`src/rtl/lsu.sv`:
```
// lsu: load/store unit issuing one req/ack data-memory transaction per instruction.
// Stalls the pipeline until the access completes; flags misaligned, illegal and timed-out ops.
module lsu #(
    parameter int TIMEOUT_CYCLES = 255
) (
    input  logic        clk,
    input  logic        rst_n,
    input  logic        ex_valid,
    input  logic        ex_load,
    input  logic        ex_store,
    input  logic [2:0]  funct3,
    input  logic [31:0] addr,
    input  logic [31:0] store_data,
    input  logic [4:0]  ex_rd,
    output logic        stall,
    output logic        dmem_req,
    output logic        dmem_we,
    output logic [31:0] dmem_addr,
    output logic [31:0] dmem_wdata,
    output logic [3:0]  dmem_be,
    input  logic        dmem_ack,
    input  logic [31:0] dmem_rdata,
    output logic        wb_valid,
    output logic [4:0]  wb_rd,
    output logic [31:0] wb_data,
    output logic        misalign,
    output logic        fault,
    output logic [31:0] fault_addr
);
    typedef enum logic [1:0] {IDLE, REQ, DONE} state_t;
    state_t      r_state, w_next;
    logic [31:0] r_addr, r_sdata, r_wb_data, r_fault_addr;
    logic [2:0]  r_f3;
    logic [4:0]  r_rd, r_wb_rd;
    logic [7:0]  r_cnt;
    logic        r_store, r_wb_valid, r_misalign, r_fault;
    logic        w_accept, w_illegal, w_misal, w_bad, w_req, w_timeout;
    logic [7:0]  w_byte;
    logic [15:0] w_half;
    logic [31:0] w_ldata, w_wdata;
    logic [3:0]  w_be_st;

    assign w_accept  = (r_state == IDLE) & ex_valid & (ex_load | ex_store);
    // loads allow LB/LH/LW/LBU/LHU, stores only SB/SH/SW
    assign w_illegal = (ex_load & ex_store) |
                       (ex_load ? (funct3 == 3'b011 || funct3[2:1] == 2'b11) : (funct3[2] || funct3 == 3'b011));
    assign w_misal   = (funct3[1:0] == 2'b01 & addr[0]) | (funct3[1:0] == 2'b10 & |addr[1:0]);
    assign w_bad     = w_illegal | w_misal;
    assign w_req     = r_state == REQ;
    assign w_timeout = w_req & ~dmem_ack & (r_cnt == 8'(TIMEOUT_CYCLES - 1));

    assign w_byte  = dmem_rdata[{r_addr[1:0], 3'b000} +: 8];
    assign w_half  = r_addr[1] ? dmem_rdata[31:16] : dmem_rdata[15:0];
    assign w_ldata = r_f3[1] ? dmem_rdata :
                     r_f3[0] ? {{16{~r_f3[2] & w_half[15]}}, w_half} :
                               {{24{~r_f3[2] & w_byte[7]}}, w_byte};
    assign w_be_st = r_f3[1] ? 4'hF : r_f3[0] ? (r_addr[1] ? 4'hC : 4'h3) : 4'b0001 << r_addr[1:0];
    assign w_wdata = r_f3[1] ? r_sdata : r_f3[0] ? {2{r_sdata[15:0]}} : {4{r_sdata[7:0]}};

    // memory-side outputs are gated by REQ so they read 0 everywhere else
    assign stall      = w_accept | w_req;
    assign dmem_req   = w_req;
    assign dmem_we    = w_req & r_store;
    assign dmem_addr  = w_req ? {r_addr[31:2], 2'b00} : '0;
    assign dmem_be    = w_req ? (r_store ? w_be_st : 4'hF) : '0;
    assign dmem_wdata = (w_req & r_store) ? w_wdata : '0;
    assign wb_valid   = r_wb_valid;
    assign wb_rd      = r_wb_rd;
    assign wb_data    = r_wb_data;
    assign misalign   = r_misalign;
    assign fault      = r_fault;
    assign fault_addr = r_fault_addr;

    always_comb begin
        w_next = r_state;
        case (r_state)
            IDLE:    if (w_accept) w_next = w_bad ? DONE : REQ;
            REQ:     if (dmem_ack | w_timeout) w_next = DONE;
            default: w_next = IDLE;
        endcase
    end

    always_ff @(posedge clk or negedge rst_n) begin
        if (!rst_n) r_state <= IDLE;
        else        r_state <= w_next;
    end

    always_ff @(posedge clk or negedge rst_n) begin
        if (!rst_n) begin
            r_addr       <= '0;
            r_sdata      <= '0;
            r_f3         <= '0;
            r_rd         <= '0;
            r_store      <= 1'b0;
            r_cnt        <= '0;
            r_wb_valid   <= 1'b0;
            r_wb_rd      <= '0;
            r_wb_data    <= '0;
            r_misalign   <= 1'b0;
            r_fault      <= 1'b0;
            r_fault_addr <= '0;
        end else begin
            r_wb_valid <= 1'b0;
            r_misalign <= 1'b0;
            r_fault    <= 1'b0;
            if (w_accept) begin
                r_addr     <= addr;
                r_sdata    <= store_data;
                r_f3       <= funct3;
                r_rd       <= ex_rd;
                r_store    <= ex_store;
                r_cnt      <= '0;
                r_misalign <= ~w_illegal & w_misal;
                r_fault    <= w_illegal;
                if (w_bad) r_fault_addr <= addr;
            end
            if (w_req) begin
                r_cnt <= r_cnt + 8'd1;
                if (dmem_ack & ~r_store) begin
                    r_wb_valid <= 1'b1;
                    r_wb_data  <= w_ldata;
                    r_wb_rd    <= r_rd;
                end else if (w_timeout) begin
                    r_fault      <= 1'b1;
                    r_fault_addr <= r_addr;
                end
            end
        end
    end
endmodule

```
`config.mk`:
```
export PLATFORM = sky130hd
export DESIGN_NAME = lsu
export DESIGN_NICKNAME = d
export VERILOG_FILES = /design/src/rtl/lsu.sv
export SDC_FILE = /design/constraint.sdc
export NUM_CORES = 1
export LEC_CHECK = 0
export ABC_CLOCK_PERIOD_IN_PS = 1480
export BUFFER_PORTS_ARGS = -buffer_cell sky130_fd_sc_hd__buf_4
export CAP_MARGIN = 30
export CORE_MARGIN = 2
export CORE_UTILIZATION = 46
export DETAILED_ROUTE_END_ITERATION = 6
export GPL_TIMING_DRIVEN = 1
export PLACE_DENSITY = 0.77
export SLEW_MARGIN = 40
export SYNTH_ARGS = -nofsm -noshare
export SYNTH_HDL_FRONTEND = slang
export SYNTH_SLANG_ARGS = --single-unit
export TNS_END_PERCENT = 100
```
`constraint.sdc`:
```
create_clock -name clk -period 1.48 [get_ports clk]
set_input_delay 0 -clock clk [delete_from_list [all_inputs] [get_ports clk]]
set_output_delay 0 -clock clk [all_outputs]
set_load 0.03 [all_outputs]
```
## Yosys cells after proc, flatten, opt, wreduce, memory -nomap -nowiden

Index checks and enable logic that the tools add are counted.

| storage, ports and cells | value |
|---|---|
| register bits | 155 |
| input bits | 110 |
| output and inout bits | 143 |

| operators by class | value |
|---|---|
| eq/ne operators | 8 |
| shift-type cells | 2 |
| multiplexer cells | 31 |
| add/sub/neg operators | 1 |
| bitwise logic cells | 22 |
| reductions and logical operators | 7 |

Operators with widths:

| operator | count |
|---|---|
| $mux W32 | 11 |
| $shiftx A32 B6 Y8 | 1 |
| $mux W4 | 5 |
| $mux W16 | 1 |
| $mux W8 | 2 |
| $and A1 B1 Y1 | 12 |
| $add A8 B1 Y8 const B | 1 |
| $eq A8 B8 Y1 const B | 1 |
| $mux W1 | 8 |
| $mux W2 | 3 |
| $or A1 B1 Y1 | 6 |
| $eq A2 B1 Y1 const B | 2 |
| $eq A2 B2 Y1 const B | 2 |
| $not A1 Y1 | 4 |
| $pmux W2 S2 | 1 |
| $reduce_and A2 Y1 | 2 |
| $shl A1 B2 Y4 const A | 1 |
| $eq A3 B2 Y1 const B | 1 |
| $logic_not A2 Y1 | 1 |
| $logic_or A1 B1 Y1 | 2 |
| $ne A2 B1 Y1 const B | 1 |
| $ne A2 B2 Y1 const B | 1 |
| $reduce_bool A2 Y1 | 1 |
| $reduce_or A2 Y1 | 1 |

## Depth between registers and ports, before layout

| logic depth | value |
|---|---|
| depth after elaboration | 10 |
| gate-level depth with buffers | 9 |

## Least setup slack after synthesis

Ideal clock, no wire load.

| timing | value |
|---|---|
| path kind | register to output |
| from | register r_addr[1] |
| to | output port dmem_be[3] |
| cell stages (with the launch flop) | 6 |
| arrival | 1.575 ns |
| path slack | -0.095 ns |
| cells stage by stage | dfrtp_1 -> buf_2 -> buf_2 -> buf_2 -> o21ai_0 -> a21oi_1 |

| between the ends | value |
|---|---|
| word-level cells in the longest chain between the ends | 5 |
| elaborated cells on any way between the ends | 6 |

RTL lines:

| item | line | text |
|---|---|---|
| from (decl) | 32 | `logic [31:0] r_addr, r_sdata, r_wb_data, r_fault_addr;` |
| from (signal assigned) | 107 | `r_addr <= addr;` |
| $shl A1 B2 Y4 or $mux W4 (tied branches) | 57 | `assign w_be_st = r_f3[1] ? 4'hF : r_f3[0] ? (r_addr[1] ? 4'hC : 4'h3) : 4'b0001 << r_addr[1:0];` |
| $mux W4 * (2 in series) | 57 |  |
| $mux W4 * (2 in series) | 65 | `assign dmem_be = w_req ? (r_store ? w_be_st : 4'hF) : '0;` |
| to (decl) | 20 | `output logic [3:0] dmem_be,` |

Mark *: on every way between the ends. The rest lies on a longest branch, timed or not.

## Worst setup path after layout

| timing | value |
|---|---|
| from | register r_state[1] |
| to | register r_fault_addr[22] (netlist: fault_addr[22]) |

| between the ends | value |
|---|---|
| word-level cells in the longest chain between the ends | 7 |
| elaborated cells on any way between the ends | 10 |

RTL lines:

| item | line | text |
|---|---|---|
| from (decl) | 31 | `state_t r_state, w_next;` |
| from (signal assigned) | 85 | `else r_state <= w_next;` |
| $logic_not A2 Y1 | 43 | `assign w_accept = (r_state == IDLE) & ex_valid & (ex_load \| ex_store);` |
| $and A1 B1 Y1 (2 in series) | 43 |  |
| $mux W32 | 106 | `if (w_accept) begin` |
| $mux W32 | 123 | `end else if (w_timeout) begin` |
| $mux W32 | 119 | `if (dmem_ack & ~r_store) begin` |
| $mux W32 * | 117 | `if (w_req) begin` |
| to (signal assigned) | 115 | `if (w_bad) r_fault_addr <= addr;` |
| to (signal assigned) | 125 | `r_fault_addr <= r_addr;` |
| to (decl) | 32 |  |

Marks and branches as above.
A chain may end at the register's enable or synchronous reset.

==> out/metrics.cfg <==
[yosys]
yosysTopAreaCell = dfrtp_1
synthArstFlopShare_pct = 100.0
avgSynthCellArea_um2 = 8.354
synth_top_family_by_area = simple AND/OR/NAND/NOR gates
syn_area_um2 = 7594
synth_compound_area_share_pct = 12.92
yosysSeqAreaShare_pct = 51.08
synth_fa_ha_area_share_pct = 0.3295
syn_inst = 909
synth_enable_flop_cells = 0
synthMuxAreaShare_pct = 4.910
synth_xor_area_share_pct = 0.1153
synth.area.top_cells = dfrtp_1, nand2_1, nor2_1
ys_ff_latch = 155
synthFlopType = dfrtp_1
synth_top_area_share_pct = 51.08
yosysWarnings = 0
synth-simple-area-share_pct = 26.12
ys_types = 43

[timing]
finalMaxSlewViolations = 0
max_freq_ghz = 0.4577
hold-worst-slack_ps = 12.09
fin_crit_sh_pct = 147.6
rsz0062_at_grt = yes
period_needed_ps = 2185
setup_ws_ps = -704.6
setup_tns_ps = -68810
finalSetupViolCount = 220
finalHoldViolations = 0
finClkSkew_ps = 14.60

[worst_setup_path]
start_kind = flop
crit_path_end = fault_addr[22]
cp.required_ps = 1790
r2r-end = fault_addr[22]
cpMaxStageDelayCell = dfrtp_1
r2r_slack_ps = -700
arrival_ps = 2490
max_stage_delay_ps = 420
crit_path_end_kind = flop
rr_worst_depth = 9
crit_chain = buf_6, nor3b_4, buf_4, o21ai_4, a21oi_4, buf_12, buf_8, nand2_2, a31oi_1
timing.rr.start = r_state[1]
path_class = flop to flop
critPathLaunch = r_state[1]
cp_max_fo = 6

[finish]
final_cell_mix = buf_4, nand2_1, dfrtp_1
finalInstanceArea_um2 = 14700
syn_to_final_growth_pct = 93.62
final_cell_count_no_fill = 1581
fin_nets = 1461
drive_above_1_share_pct = 54.04
final.fill_count = 514
final_common_cell = buf_4

[detailed_routing]
detailedRoute.firstIterationViolations = 1258
vias_per_cell = 6.338
top_layer = met4
wl_met3_um = 5205
wl_met1_um = 14120
ant_nets = 0
dr_wl_met2_um = 19990
wl_per_cell_um = 27.78
remaining_drc_errors = 0
vias = 10020
dr.pass1.iters = 6
drt_wl_total_um = 43920

[floorplan]
core-area_um2 = 16000
fp.dieArea_um2 = 17550
rows = 46
die_w_um = 132.5
start_util_pct = 47.46
pin_count = 253
die_height_um = 132.5

[grt]
grt_usage_pct = 33.63
grt_overflow = 0
grt_first_pass_wirelength_um = 46420
antenna_found_initial = 3
first_global_vias = 8574
grt_max_degree = 64

[power_and_ir_drop]
p_per_area_nw_per_um2 = 1677
p_leak_nw = 7.128
ir_drop_mv = 1.298

[cts]
cts_buffers = 17
htree_levels = 4
cts_root_buf = clkbuf_16
insertion_delay_ps = 450
clk_pin_slew_ps = 80
clk_path_buf_depth = 2
cts_tree = built
numClockSinks = 155

[placement]
place_congestion = 0.8613
pre_cts_ws_ps = -89.72
dpl.cell_count = 1368
portBuffers = 250
dpl_cell_area_um2 = 10020
dp_hpwl_um = 16340

[status]
violations = setup timing
status = finished with violations

[min_path]
hp-class = input pin to asynchronous set/reset pin

[run]
maxCapViolCount = 0

timing repair:
item / CTS / global route
hold buffers: 109 / 0
setup buffers: 22 / 22
gates resized for setup: 171 / 388
cloned: 15 / 18
hold endpoints to repair: 295 / 0
endpoints found under the setup margin: 208 / 220
pin swaps: 43 / 184
synth_stat cells (2+ instances only):
cell	instances
a21oi_1	50
a21oi_2	10
a21oi_4	2
a22o_1	2
a31oi_1	33
and2_1	30
and3_1	8
buf_2	26
buf_4	2
buf_6	4
clkbuf_1	28
dfrtp_1	155
ha_1	2
inv_1	9
inv_2	2
mux2_1	8
mux2_2	8
mux2i_1	17
nand2_1	337
nand2b_1	3
nand3_1	8
nor2_1	82
nor2_2	2
nor2b_1	3
nor3b_1	7
o21a_1	9
o21ai_0	28
o21ai_1	18
o22ai_1	2
registers in the layout, indices dropped and copies added, names as in the netlist:
| register | count |
|---|---|
| misalign | 1 |
| fault | 1 |
| r_addr | 32 |
| wb_valid | 1 |
| r_cnt | 8 |
| wb_data | 32 |
| r_store | 1 |
| wb_rd | 5 |
| r_f3 | 3 |
| r_sdata | 32 |
| r_state | 2 |
| fault_addr | 32 |
| r_rd | 5 |
per-stage QoR:
step / total power [mW] / utilization (%)
global route: 25.23 / 91.89
global placement: 14.73 / 62.64
finish: 24.65 / 91.89
CTS: 21.03 / 80.18
floorplan: 11.69 / -
detailed placement: 14.95 / 62.64
logic make-up (layout without fill, tap and decap cells):
logic type,count (synthesis),in the layout
other,1,5
flip-flops,155,155
multiplexers,34,34
adder cells (fa/ha/maj),2,2
AND/OR/NAND/NOR,483,483
AO/OA/AOI/OAI,161,161
buffers and inverters,72,524
XOR/XNOR,1,1
final cells by class:
cell class              count  area (um2)  share of cell area (%)
repair buffers            481        5037                   34.26
multi-input cells         683        4847                   32.97
flip-flops and latches    155        3884                   26.41
clock buffers              18       429.2                   2.919
well taps                 216       270.3                   1.838
clock inverters            14       171.4                   1.166
inverters                  11       56.30                  0.3829
diodes                      3       7.507                 0.05106
critical path, delay by kind of cell (launching register included):
| kind | cells | cell delay [ps] |
|---|---|---|
| buffers and inverters | 4 | 650 |
| AOI/OAI and AO/OA | 3 | 640 |
| DFF | 1 | 420 |
| and+or+nand+nor | 2 | 330 |
worst min-delay path by stage:
stage,startpoint,end,slack (ps),depth (start not counted)
global route,rst_n,wb_rd[4],50,2
global placement,rst_n,wb_rd[3],-100,1
CTS,funct3[1],misalign,5,5
finish,rst_n,wb_rd[4],10,2
floorplan,rst_n,fault,-300,0
detailed placement,rst_n,wb_rd[4],-100,1
power breakdown:
group	switching, mW	total [mW]	internal, mW
sequential	1.75	7.52	5.76
clock	2.05	4.71	2.66
combinational	7.33	12.4	5.10
metal layers:
| layer | vias to the layer above | global-route usage, % |
|---|---|---|
| li1 | 3871 | - |
| met1 | 4686 | 40.61 |
| met2 | 1034 | 56.36 |
| met3 | 430 | 8.697 |
| met4 | 0 | 15.89 |
| met5 | - | 0 |
(Power assumes the default switching activity.)
